**src/rtl/adc_capture_pkg.sv**
```systemverilog
// adc_capture_pkg: shared states, trigger modes, constants and stream-word packing
// for the ADC capture sequencer.
package adc_capture_pkg;
  localparam int MIN_FRAME_LEN = 2;
  localparam int TDATA_W = 32;
  typedef enum logic [2:0] {
    IDLE    = 3'd0,
    ARMED   = 3'd1,
    CAPTURE = 3'd2,
    DRAIN   = 3'd3
  } state_t;
  typedef enum logic [1:0] {
    TRIG_IMM  = 2'd0,
    TRIG_THR  = 2'd1,
    TRIG_EXT  = 2'd2,
    TRIG_RSVD = 2'd3
  } trig_mode_t;
  // Channel B lands in the upper half, channel A in the lower half; both are
  // expected already sign-extended to 16 bits.
  function automatic logic [TDATA_W-1:0] pack_sample(input logic [TDATA_W/2-1:0] a,
                                                     input logic [TDATA_W/2-1:0] b);
    return {b, a};
  endfunction
endpackage

```
**src/rtl/capture_fifo.sv**
```systemverilog
// capture_fifo: synchronous show-ahead FIFO with occupancy output.
// Ports: clk/reset (async, active-high), push_i/data_i write side, pop_i read side,
//        data_o (head entry, valid while !empty_o), empty_o, count_o (occupancy 0..DEPTH).
module capture_fifo #(
  parameter int W     = 33,
  parameter int DEPTH = 16
) (
  input  logic                     clk,
  input  logic                     reset,
  input  logic                     push_i,
  input  logic [W-1:0]             data_i,
  input  logic                     pop_i,
  output logic [W-1:0]             data_o,
  output logic                     empty_o,
  output logic [$clog2(DEPTH):0]   count_o
);
  localparam int AW = $clog2(DEPTH);
  localparam int CW = AW + 1;
  logic [W-1:0]  mem_q [DEPTH];
  logic [AW-1:0] wr_q, rd_q;
  logic [CW-1:0] cnt_q;
  logic          do_push, do_pop;
  assign do_pop  = pop_i && cnt_q != '0;
  // A push into a full FIFO is only accepted when the head leaves in the same cycle.
  assign do_push = push_i && (cnt_q != CW'(DEPTH) || do_pop);
  assign data_o  = mem_q[rd_q];
  assign empty_o = cnt_q == '0;
  assign count_o = cnt_q;
  always_ff @(posedge clk) begin
    if (do_push) mem_q[wr_q] <= data_i;
  end
  always_ff @(posedge clk or posedge reset) begin
    if (reset) begin
      wr_q  <= '0;
      rd_q  <= '0;
      cnt_q <= '0;
    end else begin
      if (do_push) wr_q <= wr_q + AW'(1);
      if (do_pop) rd_q <= rd_q + AW'(1);
      cnt_q <= cnt_q + CW'(do_push) - CW'(do_pop);
    end
  end
endmodule

```
**src/rtl/adc_capture_ctrl.sv**
```systemverilog
// adc_capture_ctrl: trigger-qualified, decimating dual-channel ADC capture sequencer
// feeding AXI-Stream through a drop-on-full FIFO.
// Ports: clk/reset (async, active-high); cfg_* arm/abort pulses and capture config
//        (latched on arm); adc_data_a/b + adc_valid non-stallable sample source; ext_trig;
//        m_axis_* output stream {sext(b),sext(a)} with tlast; busy/done/aborted pulses,
//        sticky overflow, saturating drop_count, state_o debug state.
module adc_capture_ctrl
  import adc_capture_pkg::*;
#(
  parameter int DATA_W     = 14,
  parameter int FIFO_DEPTH = 16,
  parameter int LEN_W      = 16
) (
  input  logic                 clk,
  input  logic                 reset,
  input  logic                 cfg_arm,
  input  logic                 cfg_abort,
  input  logic [1:0]           cfg_mode,
  input  logic [DATA_W-1:0]    cfg_threshold,
  input  logic [LEN_W-1:0]     cfg_frame_len,
  input  logic [7:0]           cfg_decim,
  input  logic                 cfg_continuous,
  input  logic [DATA_W-1:0]    adc_data_a,
  input  logic [DATA_W-1:0]    adc_data_b,
  input  logic                 adc_valid,
  input  logic                 ext_trig,
  output logic [TDATA_W-1:0]   m_axis_tdata,
  output logic                 m_axis_tvalid,
  input  logic                 m_axis_tready,
  output logic                 m_axis_tlast,
  output logic                 busy,
  output logic                 done,
  output logic                 aborted,
  output logic                 overflow,
  output logic [LEN_W-1:0]     drop_count,
  output logic [2:0]           state_o
);
  localparam int CW = $clog2(FIFO_DEPTH) + 1;
  localparam logic signed [DATA_W-1:0] A_MIN = {1'b1, {(DATA_W-1){1'b0}}};

  state_t                   state_q, state_d;
  trig_mode_t               mode_q, mode_d;
  logic signed [DATA_W-1:0] thr_q, thr_d, prev_a_q, prev_a_d, cur_a;
  logic [LEN_W-1:0]         len_q, len_d, scnt_q, scnt_d, drop_q, drop_d;
  logic [7:0]               decim_q, decim_d, dcnt_q, dcnt_d;
  logic                     cont_q, cont_d, abort_q, abort_d, pend_q, pend_d, ovf_q, ovf_d;
  logic                     ext_q;
  logic                     ext_edge, trig, cap_tick, is_final, take, fits, push, drop;
  logic                     arm_ok, rearm, pop, fifo_empty;
  logic [CW-1:0]            occ;
  logic [TDATA_W:0]         fifo_din, fifo_dout;

  assign cur_a    = adc_data_a;
  assign ext_edge = ext_trig & ~ext_q;
  // Trigger qualification ignores decimation; mode 3 was folded into mode 0 at arm time.
  assign trig     = adc_valid && (mode_q == TRIG_THR ? (prev_a_q < thr_q && cur_a >= thr_q) :
                                  mode_q == TRIG_EXT ? (pend_q || ext_edge) : 1'b1);
  assign cap_tick = adc_valid && dcnt_q == decim_q;
  // Frame length is clamped to >= 2, so the trigger sample is never the final one.
  assign is_final = state_q == CAPTURE && scnt_q == len_q - LEN_W'(1);
  assign take     = !cfg_abort && (state_q == ARMED ? trig : state_q == CAPTURE && cap_tick);
  // One slot is held back for the tlast sample so a frame end is never dropped.
  assign fits     = is_final ? occ < CW'(FIFO_DEPTH) : occ < CW'(FIFO_DEPTH - 1);
  assign push     = take && fits;
  assign drop     = take && !fits;
  assign arm_ok   = state_q == IDLE && cfg_arm && !cfg_abort;
  assign rearm    = state_q == DRAIN && fifo_empty && cont_q && !abort_q;
  assign pop      = m_axis_tvalid && m_axis_tready;
  assign fifo_din = {is_final, pack_sample(16'($signed(adc_data_a)), 16'($signed(adc_data_b)))};

  capture_fifo #(
    .W    (TDATA_W + 1),
    .DEPTH(FIFO_DEPTH)
  ) u_fifo (
    .clk    (clk),
    .reset  (reset),
    .push_i (push),
    .data_i (fifo_din),
    .pop_i  (pop),
    .data_o (fifo_dout),
    .empty_o(fifo_empty),
    .count_o(occ)
  );

  assign m_axis_tvalid = !fifo_empty;
  assign m_axis_tdata  = fifo_dout[TDATA_W-1:0];
  assign m_axis_tlast  = fifo_dout[TDATA_W];
  assign busy          = state_q != IDLE;
  // DRAIN completes in the first cycle the FIFO is empty, i.e. one cycle after the last beat.
  assign done          = state_q == DRAIN && fifo_empty && !abort_q;
  assign aborted       = (state_q == ARMED && cfg_abort) || (state_q == DRAIN && fifo_empty && abort_q);
  assign overflow      = ovf_q;
  assign drop_count    = drop_q;
  assign state_o       = state_q;

  always_comb begin
    state_d = state_q;
    unique case (state_q)
      IDLE:    state_d = arm_ok ? ARMED : IDLE;
      ARMED:   state_d = cfg_abort ? IDLE : take ? CAPTURE : ARMED;
      CAPTURE: state_d = (cfg_abort || (take && is_final)) ? DRAIN : CAPTURE;
      DRAIN:   state_d = !fifo_empty ? DRAIN : (cont_q && !abort_q) ? ARMED : IDLE;
      default: state_d = IDLE;
    endcase
  end

  always_comb begin
    mode_d   = mode_q;
    thr_d    = thr_q;
    len_d    = len_q;
    decim_d  = decim_q;
    cont_d   = cont_q;
    abort_d  = abort_q;
    pend_d   = pend_q;
    prev_a_d = prev_a_q;
    scnt_d   = scnt_q;
    dcnt_d   = dcnt_q;
    ovf_d    = ovf_q;
    drop_d   = drop_q;
    if (arm_ok) begin
      mode_d  = cfg_mode == TRIG_RSVD ? TRIG_IMM : trig_mode_t'(cfg_mode);
      thr_d   = cfg_threshold;
      len_d   = cfg_frame_len < LEN_W'(MIN_FRAME_LEN) ? LEN_W'(MIN_FRAME_LEN) : cfg_frame_len;
      decim_d = cfg_decim;
      cont_d  = cfg_continuous;
      abort_d = 1'b0;
      ovf_d   = 1'b0;
      drop_d  = '0;
    end
    if (arm_ok || rearm) begin
      prev_a_d = A_MIN;
      pend_d   = 1'b0;
    end
    if (state_q == ARMED) begin
      if (adc_valid) prev_a_d = cur_a;
      if (ext_edge) pend_d = 1'b1;
      if (take) begin
        pend_d = 1'b0;
        scnt_d = LEN_W'(1);
        dcnt_d = '0;
      end
    end
    if (state_q == CAPTURE) begin
      if (cfg_abort) abort_d = 1'b1;
      else if (adc_valid) dcnt_d = cap_tick ? '0 : dcnt_q + 8'd1;
      if (take) scnt_d = scnt_q + LEN_W'(1);
    end
    if (drop) begin
      ovf_d  = 1'b1;
      drop_d = &drop_q ? drop_q : drop_q + LEN_W'(1);
    end
  end

  always_ff @(posedge clk or posedge reset) begin
    if (reset) begin
      state_q  <= IDLE;
      mode_q   <= TRIG_IMM;
      thr_q    <= '0;
      len_q    <= '0;
      decim_q  <= '0;
      cont_q   <= 1'b0;
      abort_q  <= 1'b0;
      pend_q   <= 1'b0;
      ext_q    <= 1'b0;
      prev_a_q <= '0;
      scnt_q   <= '0;
      dcnt_q   <= '0;
      ovf_q    <= 1'b0;
      drop_q   <= '0;
    end else begin
      state_q  <= state_d;
      mode_q   <= mode_d;
      thr_q    <= thr_d;
      len_q    <= len_d;
      decim_q  <= decim_d;
      cont_q   <= cont_d;
      abort_q  <= abort_d;
      pend_q   <= pend_d;
      ext_q    <= ext_trig;
      prev_a_q <= prev_a_d;
      scnt_q   <= scnt_d;
      dcnt_q   <= dcnt_d;
      ovf_q    <= ovf_d;
      drop_q   <= drop_d;
    end
  end
endmodule

```
**config.mk**
```make
export PLATFORM = sky130hd
export DESIGN_NAME = adc_capture_ctrl
export DESIGN_NICKNAME = d
export VERILOG_FILES = /design/src/rtl/adc_capture_pkg.sv /design/src/rtl/capture_fifo.sv /design/src/rtl/adc_capture_ctrl.sv
export SDC_FILE = /design/constraint.sdc
export NUM_CORES = 1
export LEC_CHECK = 0
export BUFFER_PORTS_ARGS = -buffer_cell sky130_fd_sc_hd__buf_2
export CAP_MARGIN = 30
export CORE_ASPECT_RATIO = 0.9
export CORE_MARGIN = 3
export CORE_UTILIZATION = 61
export DETAILED_ROUTE_END_ITERATION = 10
export PLACE_DENSITY = 0.83
export SYNTH_ARGS = -nofsm -noshare
export SYNTH_HDL_FRONTEND = slang
export SYNTH_SLANG_ARGS = --single-unit
```
**constraint.sdc**
```tcl
create_clock -name clk -period 6.1 [get_ports clk]
set_clock_uncertainty 0.15 [all_clocks]
set_input_delay 0.61 -clock clk [delete_from_list [all_inputs] [get_ports clk]]
set_output_delay 0.61 -clock clk [all_outputs]
set_load 0.005 [all_outputs]
```
==> summary.md <==
| Metric | Value |
|---|---|
| Status | `finished clean` |
| Max transition margin | `32.5%` |
| WS Path Type | `flip-flop to flip-flop` |
| Layout cells sized above 1 | `26.9%` |
| Hold Crit Start | `cfg_continuous` |
| Detail Route Antenna Nets | `0` |
| Crit path launch type | `flip-flop` |
| Pint | `8210 µW` |
| Post-Syn Area per Cell | `about 17 µm²` |
| CTS tree | `done` |
| Hold Worst Slack | `0.0541 ns` |
| Async SR Flop Fraction | `19.7%` |
| Clock Path Buffers | `3` |
| Clock power frac | `29.8%` |
| Die X | `215 µm` |
| Synthesis warning total | `0` |
| Min-Delay Path Class | `input port to flip-flop` |
| Worst vdd ir | `0.249 mV` |
| Clk pin slew, worst setup/hold paths | `0.06 ns` |
| Arrival time worst endpoint | `4.78 ns` |
| Required @ worst endpoint | `6.24 ns` |
| Final Hold Viols | `0` |
| Yosys cell types | `roughly 70` |
| Post-synth EDFFs | `464` |
| Hold path depth | `3` |
| Post-synthesis register bit count | `578` |
| Max_cap viols | `0` |
| Maximum number of pins on one net before global-route repair | `73` |
| GR Util All Layers | `27.2%` |
| Detailed Routing Iterations Pass 1 | `7` |
| PD cells | `427 nW/µm²` |
| Flop-to-flop setup slack | `1.47 ns` |
| Main area contributors after synthesis | `edfxtp_1, mux4_2, dfrtp_1, ha_1, nand2_1` |
| Post-CTS setup repair buffer count | `0` |
| Vias in the first global route | `13.9k` |
| Die area | `roughly 42000 µm²` |
| WL/cell | `26.4 µm` |
| Setup TNS | `0 ns` |
| Routed wire length | `56.0 mm` |
| First-pass GRT wire length | `about 85 mm` |
| Clock root cell | `clkbuf_16` |
| Reg2reg end | `u_fifo.mem_q[7][10]$_DFFE_PP_` |
| Leak pwr | `0.00986 µW` |
| Seq/Total Area, Yosys | `69.8%` |
| CP Max Fanout | `12` |
| IO Port Bufs | `131` |
| Largest area contributor in the netlist | `edfxtp_1` |
| Cells after Synth | `between 1k and 1.5k` |
| Crit path time final | `4.63 ns` |
| CTS HTree Levels | `2` |
| # nets final | `1671` |
| Comb pwr share | `a little over a quarter` |
| Fmax | `216 MHz` |
| Worst reg2reg startpoint | `len_q[3]$_DFFE_PP0P_` |
| Layout area overhead | `14.1%` |
| # IOs | `approximately 130` |
| Clock latency on the worst-skew pair | `0.61 ns` |
| Die height | `194 µm` |
| Hold Buf Count CTS | `2` |
| Post-DP HPWL | `32.1 mm` |
| Share of the synthesized area in the top cell type | `about 58%` |
| Final setup violation count | `0` |
| Syn nets | `~1.5k` |
| Post-cts resize count | `0` |
| Clk sink count | `a little under 600` |
| Final Util | `71.0%` |
| Worst R2R Path Depth | `11` |
| Post-route insts no fill | `2121` |
| Main flop type after synthesis | `edfxtp_1` |
| Count leader, synth | `edfxtp_1` |
| Net Sw Frac | `29.8%` |
| Final setup margin | `1.47 ns` |
| Net Switching | `around 3500 µW` |
| Inst Count DP | `slightly above 2k` |
| TritonCTS Buffers | `55` |
| Core area | `about 39000 µm²` |
| Routed via count | `roughly 13k` |
| Initial drt markers | `1189` |
| Setup WS pre-CTS | `1.41 ns` |
| Vias per inst | `6.33` |
| Remaining Overflow, GRT | `0` |
| Initial Utilization | `62.2%` |
| Syn Std Cell Area | `24000 µm²` |
| Worst-margin pin slew | `1.01 ns` |
| CP Capture Type | `flip-flop` |
| # fillers | `2398` |
| Drt drc | `0` |
| RePlAce Congestion | `0.873` |
| Cell row count | `just under 70` |
| Final Max Tran Viols | `0` |
| RSZ-0062 raised after global routing | `no` |
| Flop pwr share | `43.1%` |
| Worst Hold Endpoint | `cont_q$_DFFE_PP0P_` |
| Initial antenna violation count | `3` |
| Final period util | `75.9%` |
| Most frequent cells after synthesis | `edfxtp_1, mux4_2, nand2_1, dfrtp_1, inv_1` |
==> cells by family after synthesis <==
family / after synthesis / share of synthesized area [%]
flops: 578 / 69.8
xor+xnor: 39 / 1.42
mux: 160 / 14.2
other cells: 1 / 0.0156
fa+ha+maj: 45 / 2.37
simple gates: 324 / 6.75
buf+inv: 113 / 1.96
compound gates: 125 / 3.38
==> worst max path at each step <==
| stage | from | depth (start not counted) | end |
|---|---|---|---|
| after floorplan | len_q[3]$_DFFE_PP0P_ | 10 | u_fifo.mem_q[15][0]$_DFFE_PP_ |
| after global placement | adc_data_a[0] | 14 | u_fifo.mem_q[5][18]$_DFFE_PP_ |
| after detailed placement | adc_data_a[0] | 14 | u_fifo.mem_q[7][19]$_DFFE_PP_ |
| after CTS | len_q[3]$_DFFE_PP0P_ | 11 | u_fifo.mem_q[7][10]$_DFFE_PP_ |
| after global routing | len_q[3]$_DFFE_PP0P_ | 11 | u_fifo.mem_q[7][15]$_DFFE_PP_ |
| final | len_q[3]$_DFFE_PP0P_ | 11 | u_fifo.mem_q[7][10]$_DFFE_PP_ |
==> metrics by stage <==
stage | total power, µW | area, µm²
finish | 11700 | 27400
global route | 12200 | 27400
CTS | 11800 | 27400
detailed placement | 8260 | 25500
global placement | 8160 | 25500
floorplan | 7270 | 24000
==> worst max-delay path, stage by stage (launching register included) <==
cell	delay, ns
dfrtp_1	0.49
nor4_4	0.45
nand3_1	0.21
xor2_1	0.18
a221oi_1	0.28
o22ai_1	0.18
o31ai_2	0.39
nor3b_2	0.23
buf_4	0.21
nand2_1	0.31
nor3_2	0.85
buf_4	0.37
==> area by class of cell <==
class	count	area (µm²)	area share (%)
diodes	1	2.50	0.00912
clock buffers	70	1460	5.34
clock inverters	32	375	1.37
inverters	51	194	0.707
multi-input cells	694	6860	25.0
flip-flops and latches	578	16800	61.2
well taps	525	657	2.39
repair buffers	170	1080	3.94
==> registers in the layout (all words and copies together), names as in the netlist, 8 cells and up <==
signal	count
scnt_q	16
len_q	16
decim_q	8
drop_count	16
dcnt_q	8
u_fifo.mem_q	464
prev_a_q	14
thr_q	14
==> cells in the final DEF, fill, tap and decap left out, drive strengths merged, types with 5 or more instances in the layout <==
cell type,n
buf,168
nand2b,6
nor3,21
nor2b,6
bufinv,7
nor3b,5
a22o,13
a21o,9
nor2,36
nand2,137
clkbuf,70
dfrtp,114
nor4b,7
nand4,14
and2,10
edfxtp,464
xnor2,22
clkinv,20
a21oi,23
o21ai,48
nor4,11
mux2i,9
mux2,6
ha,44
xor2,17
and3,17
mux4,145
nand3,42
inv,53
==> routing by layer <==
layer | vias up | routed length [µm] | GRT usage, %
li1 | 5751 | - | -
met1 | 6890 | 21400 | 37.3
met2 | 660 | 28400 | 44.6
met3 | 118 | 4470 | 5.94
met4 | 4 | 1700 | 8.96
met5 | - | 27 | 0
==> power groups by stage <==
stage	combinational, µW	clock [µW]	sequential, µW
finish	3180	3480	5040
global route	3460	3670	5100
CTS	3200	3530	5040
detailed placement	3140	0	5120
global placement	3050	0	5110
floorplan	2450	0	4810
Power figures use the tool's default switching activity.
